## src/rtl/m_stage_lsu.sv

```systemverilog
// Memory stage: forwards ALU results to write-back and serializes vector loads/stores into
// BEAT_W-bit req/ack beats, stalling the upstream pipeline while an access is in flight.
module m_stage_lsu #(
    parameter int REGI_SIZE  = 16,
    parameter int ELEM_SIZE  = 8,
    parameter int VECT_SIZE  = 8,
    parameter int MEMO_LINES = 64,
    parameter int BEAT_W     = 16,
    parameter int REGI_BITS  = 4,
    localparam int VW        = ELEM_SIZE * VECT_SIZE,
    localparam int BEATS     = VW / BEAT_W,
    localparam int LINE_W    = $clog2(MEMO_LINES),
    localparam int BEAT_BITS = $clog2(BEATS),
    localparam int AW        = LINE_W + BEAT_BITS
) (
    input  logic                 clk_i,
    input  logic                 rst_i,
    input  logic                 ex_valid_i,
    input  logic [REGI_SIZE-1:0] ialu_res_i,
    input  logic [VW-1:0]        valu_res_i,
    input  logic [VW-1:0]        mem_data_i,
    input  logic                 mem_read_i,
    input  logic                 mem_write_i,
    input  logic [REGI_BITS-1:0] dst_i,
    output logic                 stall_o,
    output logic                 mem_req_o,
    output logic                 mem_we_o,
    output logic [AW-1:0]        mem_addr_o,
    output logic [BEAT_W-1:0]    mem_wdata_o,
    input  logic [BEAT_W-1:0]    mem_rdata_i,
    input  logic                 mem_ack_i,
    output logic                 wb_valid_o,
    output logic                 wb_wen_o,
    output logic [REGI_SIZE-1:0] wb_int_o,
    output logic [VW-1:0]        wb_vec_o,
    output logic [REGI_BITS-1:0] wb_dst_o,
    output logic                 err_o,
    output logic [1:0]           dbg_state_o
);

    typedef enum logic [1:0] {
        IDLE   = 2'd0,
        ACCESS = 2'd1,
        DONE   = 2'd2
    } state_t;

    state_t               state_q, state_d;
    logic [LINE_W-1:0]    line_q;
    logic [BEAT_BITS-1:0] beat_q;
    logic                 store_q;
    logic [VW-1:0]        data_q;
    logic [VW-1:0]        vec_q;
    logic [VW-1:0]        buf_q;
    logic [VW-1:0]        buf_d;
    logic [REGI_SIZE-1:0] int_q;
    logic [REGI_BITS-1:0] dst_q;
    logic                 ex_fire;
    logic                 is_mem;
    logic                 beat_ack;
    logic                 last_ack;

    // Memory port handshake: a beat transfers on every cycle with mem_req_o && mem_ack_i.
    // While mem_req_o is high without ack, mem_addr_o/mem_we_o/mem_wdata_o are held;
    // mem_ack_i with mem_req_o low is ignored.
    assign ex_fire  = (state_q == IDLE) && ex_valid_i;
    assign is_mem   = mem_read_i || mem_write_i;
    assign beat_ack = (state_q == ACCESS) && mem_ack_i;
    assign last_ack = beat_ack && (beat_q == BEAT_BITS'(BEATS - 1));

    assign stall_o     = (state_q != IDLE);
    assign mem_req_o   = (state_q == ACCESS);
    assign mem_we_o    = (state_q == ACCESS) && store_q;
    assign mem_addr_o  = {line_q, beat_q};
    assign mem_wdata_o = data_q[beat_q*BEAT_W +: BEAT_W];
    assign dbg_state_o = state_q;

    always_ff @(posedge clk_i or negedge rst_i) begin
        if (!rst_i) begin
            state_q <= IDLE;
        end else begin
            state_q <= state_d;
        end
    end

    always_comb begin
        state_d = state_q;
        case (state_q)
            IDLE:    if (ex_valid_i && is_mem) state_d = ACCESS;
            ACCESS:  if (last_ack) state_d = DONE;
            DONE:    state_d = IDLE;
            default: state_d = IDLE;
        endcase
    end

    // Buffer including the beat arriving this cycle, so the last beat reaches wb_vec_o directly.
    always_comb begin
        buf_d = buf_q;
        if (beat_ack && !store_q) begin
            buf_d[beat_q*BEAT_W +: BEAT_W] = mem_rdata_i;
        end
    end

    always_ff @(posedge clk_i or negedge rst_i) begin
        if (!rst_i) begin
            line_q     <= '0;
            beat_q     <= '0;
            store_q    <= 1'b0;
            data_q     <= '0;
            vec_q      <= '0;
            buf_q      <= '0;
            int_q      <= '0;
            dst_q      <= '0;
            wb_valid_o <= 1'b0;
            wb_wen_o   <= 1'b0;
            wb_int_o   <= '0;
            wb_vec_o   <= '0;
            wb_dst_o   <= '0;
            err_o      <= 1'b0;
        end else begin
            wb_valid_o <= 1'b0;
            err_o      <= 1'b0;
            if (ex_fire) begin
                line_q  <= ialu_res_i[LINE_W-1:0];
                beat_q  <= '0;
                store_q <= mem_write_i;
                data_q  <= mem_data_i;
                vec_q   <= valu_res_i;
                buf_q   <= '0;
                int_q   <= ialu_res_i;
                dst_q   <= dst_i;
                err_o   <= mem_read_i && mem_write_i;
                if (!is_mem) begin
                    wb_valid_o <= 1'b1;
                    wb_wen_o   <= 1'b1;
                    wb_int_o   <= ialu_res_i;
                    wb_vec_o   <= valu_res_i;
                    wb_dst_o   <= dst_i;
                end
            end
            if (beat_ack) begin
                buf_q  <= buf_d;
                beat_q <= beat_q + 1'b1;
            end
            if (last_ack) begin
                wb_valid_o <= 1'b1;
                wb_wen_o   <= !store_q;
                wb_int_o   <= int_q;
                wb_vec_o   <= store_q ? vec_q : buf_d;
                wb_dst_o   <= dst_q;
            end
        end
    end

endmodule

```

## config.mk

```make
export PLATFORM = sky130hd
export DESIGN_NAME = m_stage_lsu
export DESIGN_NICKNAME = d
export VERILOG_FILES = /design/src/rtl/m_stage_lsu.sv
export SDC_FILE = /design/constraint.sdc
export NUM_CORES = 1
export LEC_CHECK = 0
export CAP_MARGIN = 10
export CORE_MARGIN = 5
export CORE_UTILIZATION = 32
export CTS_CLUSTER_DIAMETER = 40
export DETAILED_ROUTE_END_ITERATION = 7
export PLACE_DENSITY_LB_ADDON = 0.2
export SLEW_MARGIN = 0
export SYNTH_ARGS = -nofsm -noshare
export SYNTH_HDL_FRONTEND = slang
export SYNTH_SLANG_ARGS = --single-unit
```

## constraint.sdc

```tcl
create_clock -name clk_i -period 3.2 [get_ports clk_i]
set_input_delay 0.32 -clock clk_i [delete_from_list [all_inputs] [get_ports clk_i]]
set_output_delay 0.32 -clock clk_i [all_outputs]
set_load 0.1 [all_outputs]
```

==> results.py, run 1 <==
metrics = {
    "clocking": {
        "cts_tree": "yes",
        "post-cts-setup-buffer-count": 0,
        "h-tree-depth": 2,
        "cts_max_path_buffers": 3,
        "clock-root-buffer": "clkbuf_16",
        "cts.sinks": 288,
        "numCtsBuffers": 50,
        "clk_latency_ns": 0.58,
        "clkTransAtPathRegs_ns": 0.06,
        "post_cts_resized": 0,
    },
    "final_layout": {
        "final_util_pct": 44.6,
        "syn_to_final_growth_pct": 37.6,
        "drive_gt1_share_pct": 12.4,
        "antenna_cells": 0,
        "multi_input_area_um2": 5430,
        "n_fill_cell": 3932,
        "seq_area_um2": 7210,
        "stdcell_area_um2": 18200,
        "nets": 1811,
    },
    "synthesis": {
        "ys_types": 47,
        "synth_area_um2": 13200,
        "yosys.area.top_type": "dfrtp_1",
        "postSynthAreaPerCell_um2": 9.48,
        "async_flop_share_pct": 100,
        "synthTopCellsByArea": "dfrtp_1 55%, nand2_1 15%, a22o_1 3.2%",
        "synth_edf_count": 0,
        "synth_seq_cells": 288,
        "yosys_warnings": 0,
        "ys.flop_type": "dfrtp_1",
        "yosysSeqAreaShare_pct": 54.5,
        "synthCells": 1395,
        "syn_nets": 1570,
        "yosys.area.top_type_share_pct": 54.5,
    },
    "sta": {
        "setup_violations": 0,
        "period_minus_slack_ns": 2.63,
        "rsz0062_at_grt": "false",
        "finClkSkew_ns": 0.0173,
        "worst_pin_slew_ns": 1.04,
        "clock.fmax_mhz": 381,
        "fin_crit_sh_pct": 82.1,
        "timing.setup.tns_ns": 0,
        "drv_slew": 0,
        "slew_headroom_pct": 30.7,
        "final-hold-violation-count": 0,
    },
    "power_and_ir_drop": {
        "leakagePower_nw": 8.65,
        "peakVddDrop_v": 0.000889,
        "p_per_area_nw_per_um2": 1280,
    },
    "setup_path": {
        "critPathLaunchType": "flip-flop",
        "cp_slowest_stage_delay_ns": 0.61,
        "crit_fanout": 19,
        "cpMostUsedCell": "buf_4",
        "cp_slowest_cell": "mux4_2",
        "crit_family": "buffers and inverters",
        "crit_required_ns": 2.88,
        "path_class": "reg2out",
        "crit_path_start": "beat_q[0]$_DFFE_PN0P_",
        "crit_chain": "buf_4 > mux4_2 > buf_4",
        "cp-end-kind": "output pin",
        "crit_buf_inv": 2,
        "worstReg2RegStart": "beat_q[0]$_DFFE_PN0P_",
        "worstPathArrival_ns": 2.31,
    },
    "die": {
        "dieArea_um2": 45500,
        "dieWidth_um": 213,
        "start_util_pct": 32.4,
        "die_h_um": 213,
        "coreArea_um2": 40800,
        "row_count": 74,
        "io_pins": 286,
    },
    "global_route": {
        "antenna_found_initial": 2,
        "grt_pass1_wl_mm": 68.8,
        "grt_pass1_vias": 11400,
        "grt_max_degree": 122,
        "overflow": 0,
        "track_usage_pct": 19.5,
    },
    "routing": {
        "drc": 0,
        "dr.pass1.iters": 5,
        "routedWlPerCell_um": 20.3,
        "drtAntennaViolNets": 0,
        "num_vias": 11200,
        "drt_iter0_markers": 718,
        "vias_per_cell": 5.06,
        "routed_wl_mm": 44.8,
    },
    "place": {
        "gp_congestion": 0.811,
        "io_buffers": 285,
        "dpl_cell_area_um2": 16400,
        "dp_hpwl_mm": 29.8,
    },
    "worst_hold_path": {
        "hold_path_class": "in2async",
    },
    "outcome": {
        "status": "finished, final reports clean",
    },
    "run": {
        "maxCapViolations": 0,
    },
}
==> cell families (layout without fill, tap and decap cells) <==
| family | count (synthesis) | after routing | synth area share (%) |
|---|---|---|---|
| and+or+nand+nor | 690 | 690 | 22.8 |
| DFF | 288 | 288 | 54.5 |
| AOI/OAI and AO/OA | 247 | 247 | 13.5 |
| buffers and inverters | 133 | 414 | 4.71 |
| muxes | 32 | 32 | 3.94 |
| adders and majority gates | 5 | 5 | 0.473 |
==> final timing paths <==
path | endpoint | slack (ns) | depth (start not counted)
max | mem_wdata_o[14] | 0.57 | 3
min | wb_vec_o[36]$_DFFE_PN0P_ | 0.24 | 2
max reg2reg | buf_q[35]$_DFFE_PN0P_ | 0.59 | 6
min reg2reg | data_q[44]$_DFFE_PN0P_ | 0.47 | 2
max in group asynchronous | beat_q[0]$_DFFE_PN0P_ | 2.05 | 3
min in group clk_i | data_q[62]$_DFFE_PN0P_ | 0.27 | 3
==> layer usage <==
layer	part of all wire, %	global-route usage, %	up-vias
met5	0.060	0	-
met4	1.8	4.47	4
met3	9.2	7.14	67
met2	47	30.6	345
met1	42	26.0	5480
li1	-	-	5280
==> cell usage after synthesis (2+ instances only) <==
| cell | n |
|---|---|
| inv_1 | 4 |
| a31oi_1 | 49 |
| clkbuf_1 | 67 |
| and3_1 | 45 |
| nor4b_4 | 2 |
| o21ai_0 | 5 |
| o211ai_2 | 2 |
| a21boi_1 | 8 |
| dfrtp_1 | 288 |
| a221oi_1 | 33 |
| buf_4 | 13 |
| a21oi_2 | 3 |
| and4_1 | 15 |
| nand4_1 | 16 |
| nand3_1 | 17 |
| and2_1 | 23 |
| o221ai_1 | 5 |
| o21ai_1 | 30 |
| clkbuf_2 | 3 |
| mux2i_1 | 16 |
| a21oi_1 | 16 |
| a21boi_0 | 19 |
| nand2_1 | 533 |
| buf_2 | 42 |
| a22oi_1 | 13 |
| a22o_1 | 48 |
| ha_1 | 5 |
| nand2_2 | 2 |
| mux4_2 | 16 |
| nor2_1 | 22 |
| nor2b_1 | 7 |
| o211ai_1 | 13 |
==> power by group <==
| group | switching, mW | leakage, nW | internal, mW |
|---|---|---|---|
| Clock | 2.03 | 0.871 | 3.72 |
| Sequential | 0.909 | 3.65 | 5.20 |
| Combinational | 8.64 | 4.13 | 2.87 |
| Total | 11.6 | 8.65 | 11.8 |
==> placed cells by master (no fill, tap or decap), types with 15 or more instances in the layout <==
| cell type | instances |
|---|---|
| buf_4 | 72 |
| nor2_1 | 21 |
| a31oi_1 | 49 |
| a21oi_1 | 16 |
| dfrtp_1 | 286 |
| nand3_1 | 17 |
| and4_1 | 15 |
| nand4_1 | 16 |
| clkdlybuf4s50_1 | 237 |
| and3_1 | 45 |
| a221oi_1 | 33 |
| nand2_1 | 531 |
| and2_1 | 23 |
| mux4_2 | 16 |
| clkbuf_16 | 50 |
| a21boi_0 | 19 |
| a22o_1 | 48 |
| o21ai_1 | 30 |
| mux2i_1 | 16 |
==> stage by stage <==
step | hold slack [ns] | setup slack [ns] | cells | total power, mW
after floorplan | 0.0244 | -0.0155 | 1395 | 14.8
after global placement | 0.248 | 0.552 | 2115 | 17.7
after detailed placement | 0.248 | 0.473 | 2115 | 17.8
after CTS | 0.229 | 0.490 | 2208 | 23.6
after global routing | 0.256 | 0.370 | 2208 | 24.5
final | 0.243 | 0.572 | 2208 | 23.4
==> layout make-up <==
type	instances	share of cell area (%)
repair buffers	317	16.8
inverters	5	0.103
clock buffers	54	7.13
multi-input cells	974	29.8
clock inverters	38	2.85
well taps	532	3.66
flip-flops and latches	288	39.6
==> repair_timing <==
item / in CTS / in global routing
endpoints found under the hold margin: 40 / 0
setup endpoints to repair: 0 / 0
hold buffers: 1 / 0
==> flip-flops by register name (all words and copies together), names as in the netlist, 4 cells and up <==
signal / cells
int_q: 11
buf_q: 48
wb_int_o: 16
wb_dst_o: 4
wb_vec_o: 64
line_q: 5
dst_q: 4
vec_q: 64
data_q: 64
(Power assumes the default switching activity.)
==> run 2, diff against run 1 <==
==> constraint.sdc (replaced) <==
create_clock -name clk_i -period 2.5 [get_ports clk_i]
set_input_delay 0.25 -clock clk_i [delete_from_list [all_inputs] [get_ports clk_i]]
set_output_delay 0.25 -clock clk_i [all_outputs]
set_load 0.1 [all_outputs]
==> results.py, run 2 (synthesized netlist as in run 1, its figures left out) <==
metrics = {
    "outcome": {
        "status": "finished, final reports clean",
    },
    "power_and_ir_drop": {
        "power.switching_mw": 14.9,
        "swShare_pct": 49.5,
        "p_seq_share_pct": 26.2,
        "p_comb_share_pct": 48.9,
        "p_clk_share_pct": 24.9,
        "p_int_mw": 15.2,
        "p_per_area_nw_per_um2": 1640,
        "p_total_mw": 30.2,
        "peakVddDrop_v": 0.00113,
        "leakagePower_nw": 8.88,
    },
    "global_route": {
        "antenna_found_initial": 6,
        "grt_max_degree": 89,
        "grt_pass1_wl_mm": 69.6,
        "overflow": 0,
        "grt_pass1_vias": 11900,
        "track_usage_pct": 19.6,
    },
    "clocking": {
        "clk_latency_ns": 0.58,
        "clock-root-buffer": "clkbuf_16",
        "cts.sinks": 288,
        "numCtsBuffers": 53,
        "cts_tree": "yes",
        "h-tree-depth": 2,
        "clkTransAtPathRegs_ns": 0.06,
        "cts_max_path_buffers": 3,
        "post-cts-setup-buffer-count": 0,
    },
    "sta": {
        "timing.setup.tns_ns": 0,
        "final-hold-violation-count": 0,
        "clock.fmax_mhz": 424,
        "rsz0062_at_grt": "false",
        "setup_violations": 0,
        "drv_slew": 0,
        "fin_crit_sh_pct": 94.3,
        "finClkSkew_ns": 0.0225,
        "worst_pin_slew_ns": 0.782,
        "period_minus_slack_ns": 2.36,
        "slew_headroom_pct": 47.9,
    },
    "final_layout": {
        "top_regs": "data_q (64), vec_q (64), wb_vec_o (64)",
        "n_fill_cell": 3900,
        "nets": 1828,
        "syn_to_final_growth_pct": 38.7,
        "final_cell_mix": "531 x nand2_1, 285 x dfrtp_1, 168 x clkdlybuf4s50_1, 146 x buf_4, 53 x clkbuf_16",
        "final_common_cell": "nand2_1",
        "final_util_pct": 44.9,
        "drive_gt1_share_pct": 17.5,
    },
    "die": {
        "row_count": 74,
        "dieArea_um2": 45500,
        "coreArea_um2": 40800,
        "start_util_pct": 32.4,
        "dieWidth_um": 213,
        "io_pins": 286,
        "die_h_um": 213,
    },
    "setup_path": {
        "cp-end-kind": "output pin",
        "path_class": "reg2out",
        "crit_fanout": 19,
        "worstPathArrival_ns": 2.11,
        "crit_required_ns": 2.25,
        "worstReg2RegStart": "beat_q[0]$_DFFE_PN0P_",
        "critPathLaunchType": "flip-flop",
        "crit_path_start": "beat_q[0]$_DFFE_PN0P_",
    },
    "worst_hold_path": {
        "hold_path_class": "in2async",
    },
    "routing": {
        "drt_iter0_markers": 711,
        "routedWlPerCell_um": 20.3,
        "drtAntennaViolNets": 0,
        "dr.pass1.iters": 5,
        "routed_wl_mm": 45.3,
        "drc": 0,
        "vias_per_cell": 5.07,
        "num_vias": 11300,
    },
    "place": {
        "dp_hpwl_mm": 30.7,
        "gp_congestion": 0.802,
        "io_buffers": 285,
    },
    "run": {
        "maxCapViolations": 0,
    },
}
## run 2: final cells by class
class / instances / area (um2) / area share [%]
inverter: 5 / 18.8 / 0.102
sequential: 288 / 7220 / 39.3
timing repair buffer: 331 / 3100 / 16.9
tap: 532 / 666 / 3.63
clock inverter: 31 / 418 / 2.28
clock buffer: 69 / 1470 / 8.00
antenna: 2 / 5.00 / 0.0273
multi-input combinational: 974 / 5450 / 29.7
## run 2: layer usage
layer | global-route usage (%) | up-vias | wire [um]
li1 | - | 5314 | -
met1 | 25.8 | 5581 | 19500
met2 | 31.0 | 347 | 21100
met3 | 6.27 | 73 | 3540
met4 | 6.21 | 8 | 1120
met5 | 0 | - | 66
## run 2: final timing paths
check / endpoint / slack, ns / cells past startpoint
hold / removal: vec_q[42]$_DFFE_PN0P_ / 0.16 / 2
max in group asynchronous: data_q[40]$_DFFE_PN0P_ / 1.46 / 3
hold reg to reg: data_q[47]$_DFFE_PN0P_ / 0.46 / 2
setup / recovery: mem_wdata_o[8] / 0.14 / 3
min in group clk_i: data_q[27]$_DFFE_PN0P_ / 0.20 / 3
setup reg to reg: wb_vec_o[38]$_DFFE_PN0P_ / 0.17 / 7
## run 2: timing repair
action,CTS,global route
setup endpoints to repair,16,2
endpoints found under the hold margin,145,0
gates resized for setup,2,1
pin swaps,0,0
hold buffers,1,0
## run 2: per-stage QoR
stage	std cells	hold slack [ns]	cell area, um2	worst slack [ns]
2_1_floorplan	1395	-0.0456	13300	0.0158
3_3_place_gp	2129	0.166	16400	0.194
3_5_place_dp	2129	0.166	16400	0.186
4_1_cts	2230	0.147	18300	0.0236
5_1_grt	2230	0.175	18300	0.0521
6_report	2232	0.164	18300	0.143
## run 2: power groups by stage
stage / Clock (mW) / Combinational, mW / Sequential, mW
finish: 7.51 / 14.8 / 7.89
global route: 7.87 / 15.6 / 8.13
CTS: 7.67 / 14.9 / 7.91
floorplan: 0 / 6.31 / 12.7
global placement: 0 / 14.7 / 7.90
detailed placement: 0 / 14.9 / 7.93
## run 2: critical path: stages, from the launching register on
cell     delay [ns]
dfrtp_4        0.50
buf_12         0.22
mux4_2         0.53
buf_4          0.25
==> run 3, diff against run 2 <==
--- a/config.mk
+++ b/config.mk
@@ -10,6 +10,7 @@
 export CORE_UTILIZATION = 32
 export CTS_CLUSTER_DIAMETER = 40
 export DETAILED_ROUTE_END_ITERATION = 7
+export GPL_TIMING_DRIVEN = 0
 export PLACE_DENSITY_LB_ADDON = 0.2
 export SLEW_MARGIN = 0
 export SYNTH_ARGS = -nofsm -noshare
==> constraint.sdc (replaced) <==
create_clock -name clk_i -period 1.89 [get_ports clk_i]
set_input_delay 0.189 -clock clk_i [delete_from_list [all_inputs] [get_ports clk_i]]
set_output_delay 0.189 -clock clk_i [all_outputs]
set_load 0.1 [all_outputs]
==> results.py, run 3 (synthesized netlist as in run 1, its figures left out) <==
metrics = {
    "outcome": {
        "status": "complete, but fails checks",
        "violations": "setup timing",
    },
    "routing": {
        "routedWlPerCell_um": 22.4,
        "routed_wl_mm": 52.8,
        "drtAntennaViolNets": 0,
        "drt_iter0_markers": 783,
        "drc": 0,
        "num_vias": 12200,
        "vias_per_cell": 5.15,
        "dr.pass1.iters": 5,
    },
    "setup_path": {
        "cp-end-kind": "output pin",
        "crit_required_ns": 1.70,
        "path_class": "reg2out",
        "worstReg2RegStart": "beat_q[1]$_DFFE_PN0P_",
        "reg2reg_to": "wb_vec_o[45]$_DFFE_PN0P_",
        "worstPathArrival_ns": 2.03,
        "critPathLaunchType": "flip-flop",
        "crit_fanout": 6,
        "r2r_setup_slack_ns": -0.29,
        "r2r_cells": 10,
    },
    "die": {
        "start_util_pct": 32.4,
        "dieWidth_um": 213,
        "dieArea_um2": 45500,
        "io_pins": 286,
        "row_count": 74,
        "die_h_um": 213,
        "coreArea_um2": 40800,
    },
    "global_route": {
        "antenna_found_initial": 6,
        "grt_pass1_wl_mm": 78.5,
        "track_usage_pct": 22.7,
        "grt_pass1_vias": 12700,
        "overflow": 0,
        "grt_max_degree": 78,
    },
    "worst_hold_path": {
        "holdPathStages": 2,
        "hold_path_class": "in2reg",
        "hold_end": "buf_q[33]$_DFFE_PN0P_",
        "min_from": "mem_rdata_i[1]",
    },
    "final_layout": {
        "drive_gt1_share_pct": 28.2,
        "top_regs": "data_q (64), vec_q (64), wb_vec_o (64)",
        "nets": 1956,
        "syn_to_final_growth_pct": 56.5,
        "final_util_pct": 50.7,
        "n_fill_cell": 3727,
        "fin_cells": 2358,
        "final_cell_mix": "527 x nand2_1, 284 x dfrtp_1, 156 x clkdlybuf4s50_1, 95 x clkdlybuf4s15_2, 63 x clkbuf_16",
        "final_common_cell": "nand2_1",
    },
    "sta": {
        "holdWs_ns": 0.119,
        "finClkSkew_ns": 0.0204,
        "clock.fmax_mhz": 451,
        "setup_slack_ns": -0.326,
        "period_minus_slack_ns": 2.22,
        "timing.setup.tns_ns": -22.38,
        "drv_slew": 0,
        "worst_pin_slew_ns": 0.887,
        "setup_violations": 130,
        "fin_crit_sh_pct": 117,
        "rsz0062_at_grt": "true",
        "slew_headroom_pct": 40.9,
        "final-hold-violation-count": 0,
    },
    "place": {
        "io_buffers": 273,
        "dp_hpwl_mm": 37.0,
        "gp_congestion": 0.853,
        "post-place-ws_ns": -1.12,
        "dp.cells": 2203,
    },
    "clocking": {
        "h-tree-depth": 2,
        "clock-root-buffer": "clkbuf_16",
        "cts.sinks": 288,
        "cts_tree": "yes",
        "cts_max_path_buffers": 3,
        "clk_latency_ns": 0.59,
        "numCtsBuffers": 53,
        "clkTransAtPathRegs_ns": 0.06,
    },
    "power_and_ir_drop": {
        "leakagePower_nw": 9.74,
        "peakVddDrop_v": 0.00145,
        "p_per_area_nw_per_um2": 2080,
    },
    "run": {
        "maxCapViolations": 0,
    },
}
[run 3: cell types whose count changed in the layout (fill, tap and decap cells not counted), sizes merged]
cell / previous run / this run
clkdlybuf4s15: 0 / 95
clkinvlp: 9 / 5
buf: 162 / 131
clkbuf: 69 / 139
diode: 2 / 1
bufinv: 7 / 9
clkinv: 8 / 18
inv: 12 / 9
clkdlybuf4s50: 168 / 156
[run 3: area by class of cell]
| type | instances | area, um2 | share of cell area [%] |
|---|---|---|---|
| sequential | 288 | 7220 | 34.9 |
| multi-input combinational | 974 | 6140 | 29.7 |
| timing repair buffer | 335 | 3720 | 18.0 |
| clock buffer | 63 | 1440 | 6.94 |
| buffer | 124 | 1020 | 4.92 |
| tap | 532 | 666 | 3.22 |
| clock inverter | 36 | 455 | 2.20 |
| inverter | 5 | 36.3 | 0.175 |
| antenna | 1 | 2.50 | 0.0121 |
[run 3: worst max-delay path by stage]
stage                                     start                       end  slack, ns  cells past startpoint
after global placement                    rst_i     beat_q[1]$_DFFE_PN0P_     -14.70                      1
after CTS                 beat_q[0]$_DFFE_PN0P_            mem_wdata_o[8]      -0.37                      4
after global routing      beat_q[1]$_DFFE_PN0P_  wb_vec_o[45]$_DFFE_PN0P_      -0.38                     10
after floorplan           beat_q[0]$_DFFE_PN0P_  wb_vec_o[45]$_DFFE_PN0P_      -0.56                     10
final                     beat_q[0]$_DFFE_PN0P_            mem_wdata_o[8]      -0.33                      4
after detailed placement            mem_write_i  wb_vec_o[15]$_DFFE_PN0P_      -1.12                      7
[run 3: what timing repair did]
item	in CTS	in global routing
hold buffers	1	0
pin swaps	66	29
gates cloned	7	4
resized for setup	625	128
endpoints found under the hold margin	65	0
setup buffers	32	18
endpoints found under the setup margin	402	211
[run 3: layer usage]
layer | vias up | GRT usage (%) | routed length [um]
li1 | 5589 | - | -
met1 | 6064 | 29.6 | 22200
met2 | 408 | 37.3 | 25400
met3 | 82 | 6.57 | 4000
met4 | 10 | 6.36 | 1150
met5 | - | 0 | 77
[run 3: critical path, stage by stage, from the launching register on]
cell and delay [ns]:
dfrtp_4 0.50, buf_12 0.16, buf_12 0.13, mux4_2 0.46, buf_8 0.20
[run 3: power by group]
| group | internal [mW] | switching [mW] | total [mW] | leakage, nW |
|---|---|---|---|---|
| Clock | 6.67 | 3.47 | 10.1 | 0.923 |
| Sequential | 8.82 | 1.63 | 10.4 | 3.65 |
| Combinational | 6.57 | 15.8 | 22.4 | 5.18 |
| Total | 22.1 | 20.9 | 43.0 | 9.74 |
[run 3: through the flow]
stage	instance area (um2)	total power, mW
final	20700	43.0
after floorplan	13400	25.3
after detailed placement	16900	31.1
after global routing	20700	44.8
after global placement	16800	30.8
after CTS	20100	42.6
==> RTL change (settings of run 3) <==
The parameter `ELEM_SIZE` goes from 8 to 16.
--- a/src/rtl/m_stage_lsu.sv
+++ b/src/rtl/m_stage_lsu.sv
@@ -2,7 +2,7 @@
 // BEAT_W-bit req/ack beats, stalling the upstream pipeline while an access is in flight.
 module m_stage_lsu #(
     parameter int REGI_SIZE  = 16,
-    parameter int ELEM_SIZE  = 8,
+    parameter int ELEM_SIZE  = 16,
     parameter int VECT_SIZE  = 8,
     parameter int MEMO_LINES = 64,
     parameter int BEAT_W     = 16,
Interface: changed (resized mem_addr_o, mem_data_i, valu_res_i and wb_vec_o); port bits go from 286 to 479. The function was not compared with the original's and may differ.
==> RTL change against run 3 <==
The flow finishes with violations (negative hold slack, negative setup slack); area after synthesis is 95% higher; sequential power is 96% higher; critical path depth is 3 higher; clock skew is 11 ps higher; routed wire length is 120% higher; power is 94% higher; die area is 90% higher; setup slack worse by 390 ps; design area is 94% higher; sequential cell count is 273 higher; largest cell class unchanged.
==> RTL change: results (changes against run 3) <==
| Metric | Value |
|---|---|
| Final setup margin | `-721 ps (-395 ps)` |
| Syn Area/Cell | `8.80 um^2 (-7.1%)` |
| Met3 WL | `9430 um (+140%)` |
| CTS buffer count | `105 (+98%)` |
| Final hold slack | `-421 ps (-540 ps)` |
| First-pass GRT wire length | `166000 um (+110%)` |
| Share of cells above drive strength 1 | `24.2% (-4.1 points)` |
| Area after DPL | `32900 um^2 (+95%)` |
| Ranking of synthesized cells by area | `dfrtp_1 54%, nand2_1 17%, mux4_2 2.8%, nand3_1 2.5%, o22ai_1 2.3%` |
| Finish-stage setup viols | `607 (+370%)` |
| Worst min path class | `in2async` |
| R2R Path Start | `beat_q[0]` |
| DRT iter0 DRCs | `2007 (+160%)` |
| Post-Route Setup TNS | `-222130 ps (-199750 ps)` |
| Area Overhead vs Synth | `55.9%` |
| End point of the critical path | `mem_wdata_o[7]` |
| Unique cell type count in the Yosys netlist | `54 (+15%)` |
| Top delay family on crit path | `buffers and inverters` |
| Placed cells | `4471 (+100%)` |
| WL met1 | `45500 um (+100%)` |
| Clock Skew | `31.0 ps (+10.6 ps)` |
| Clock latency on the worst-skew pair | `680 ps (+90 ps)` |
| Seq pwr share | `24.5% (+0.2 points)` |
| Failing checks | `negative hold slack, negative setup slack` |
| Non-Filler Instances | `4774 (+100%)` |
| Sequential area share after synthesis | `54.5% (about the same)` |
| Global-route met2 utilization | `42.6% (+5.3 points)` |
| Leakage power | `0.0179 uW (+83%)` |
| Status | `complete, but fails checks` |
| Max VDD drop | `2.21 mV (+53%)` |
| Worst-Margin Slew | `1460 ps (+578 ps)` |
| IO Port Bufs | `478 (+75%)` |
| Setup Fix Bufs, Post-CTS | `64 (+100%)` |
| Final Hold Viols | `107 (+107)` |
| Initial antenna violation count | `16 (+10)` |
| R2R setup slack | `-670 ps (-380 ps)` |
-- RTL change: changes by cell type in the layout (fill, tap and decap cells not counted), sizes merged, moves of 95 or more --
cell	run 3	this run
dfrtp	288	561
nand3	17	128
nand2	535	1171
buf	131	273
clkdlybuf4s50	156	432
o22ai	0	95
nor2	22	144
clkbuf	139	244
-- RTL change: logic make-up after synthesis --
| family | Yosys count | synth area share (%) |
|---|---|---|
| and+or+nand+nor | 1541 | 24.3 |
| buffers and inverters | 270 | 4.77 |
| AOI/OAI and AO/OA | 478 | 11.9 |
| muxes | 69 | 4.24 |
| adders and majority gates | 8 | 0.388 |
| DFF | 561 | 54.5 |
-- RTL change: layout make-up --
type	count	share of cell area, %
flip-flops and latches	561	35.0
multi-input cells	2097	30.8
repair buffers	590	15.6
clock buffers	121	6.94
plain buffers	242	5.30
well taps	1060	3.30
clock inverters	75	2.67
inverters	20	0.252
diodes	8	0.0499
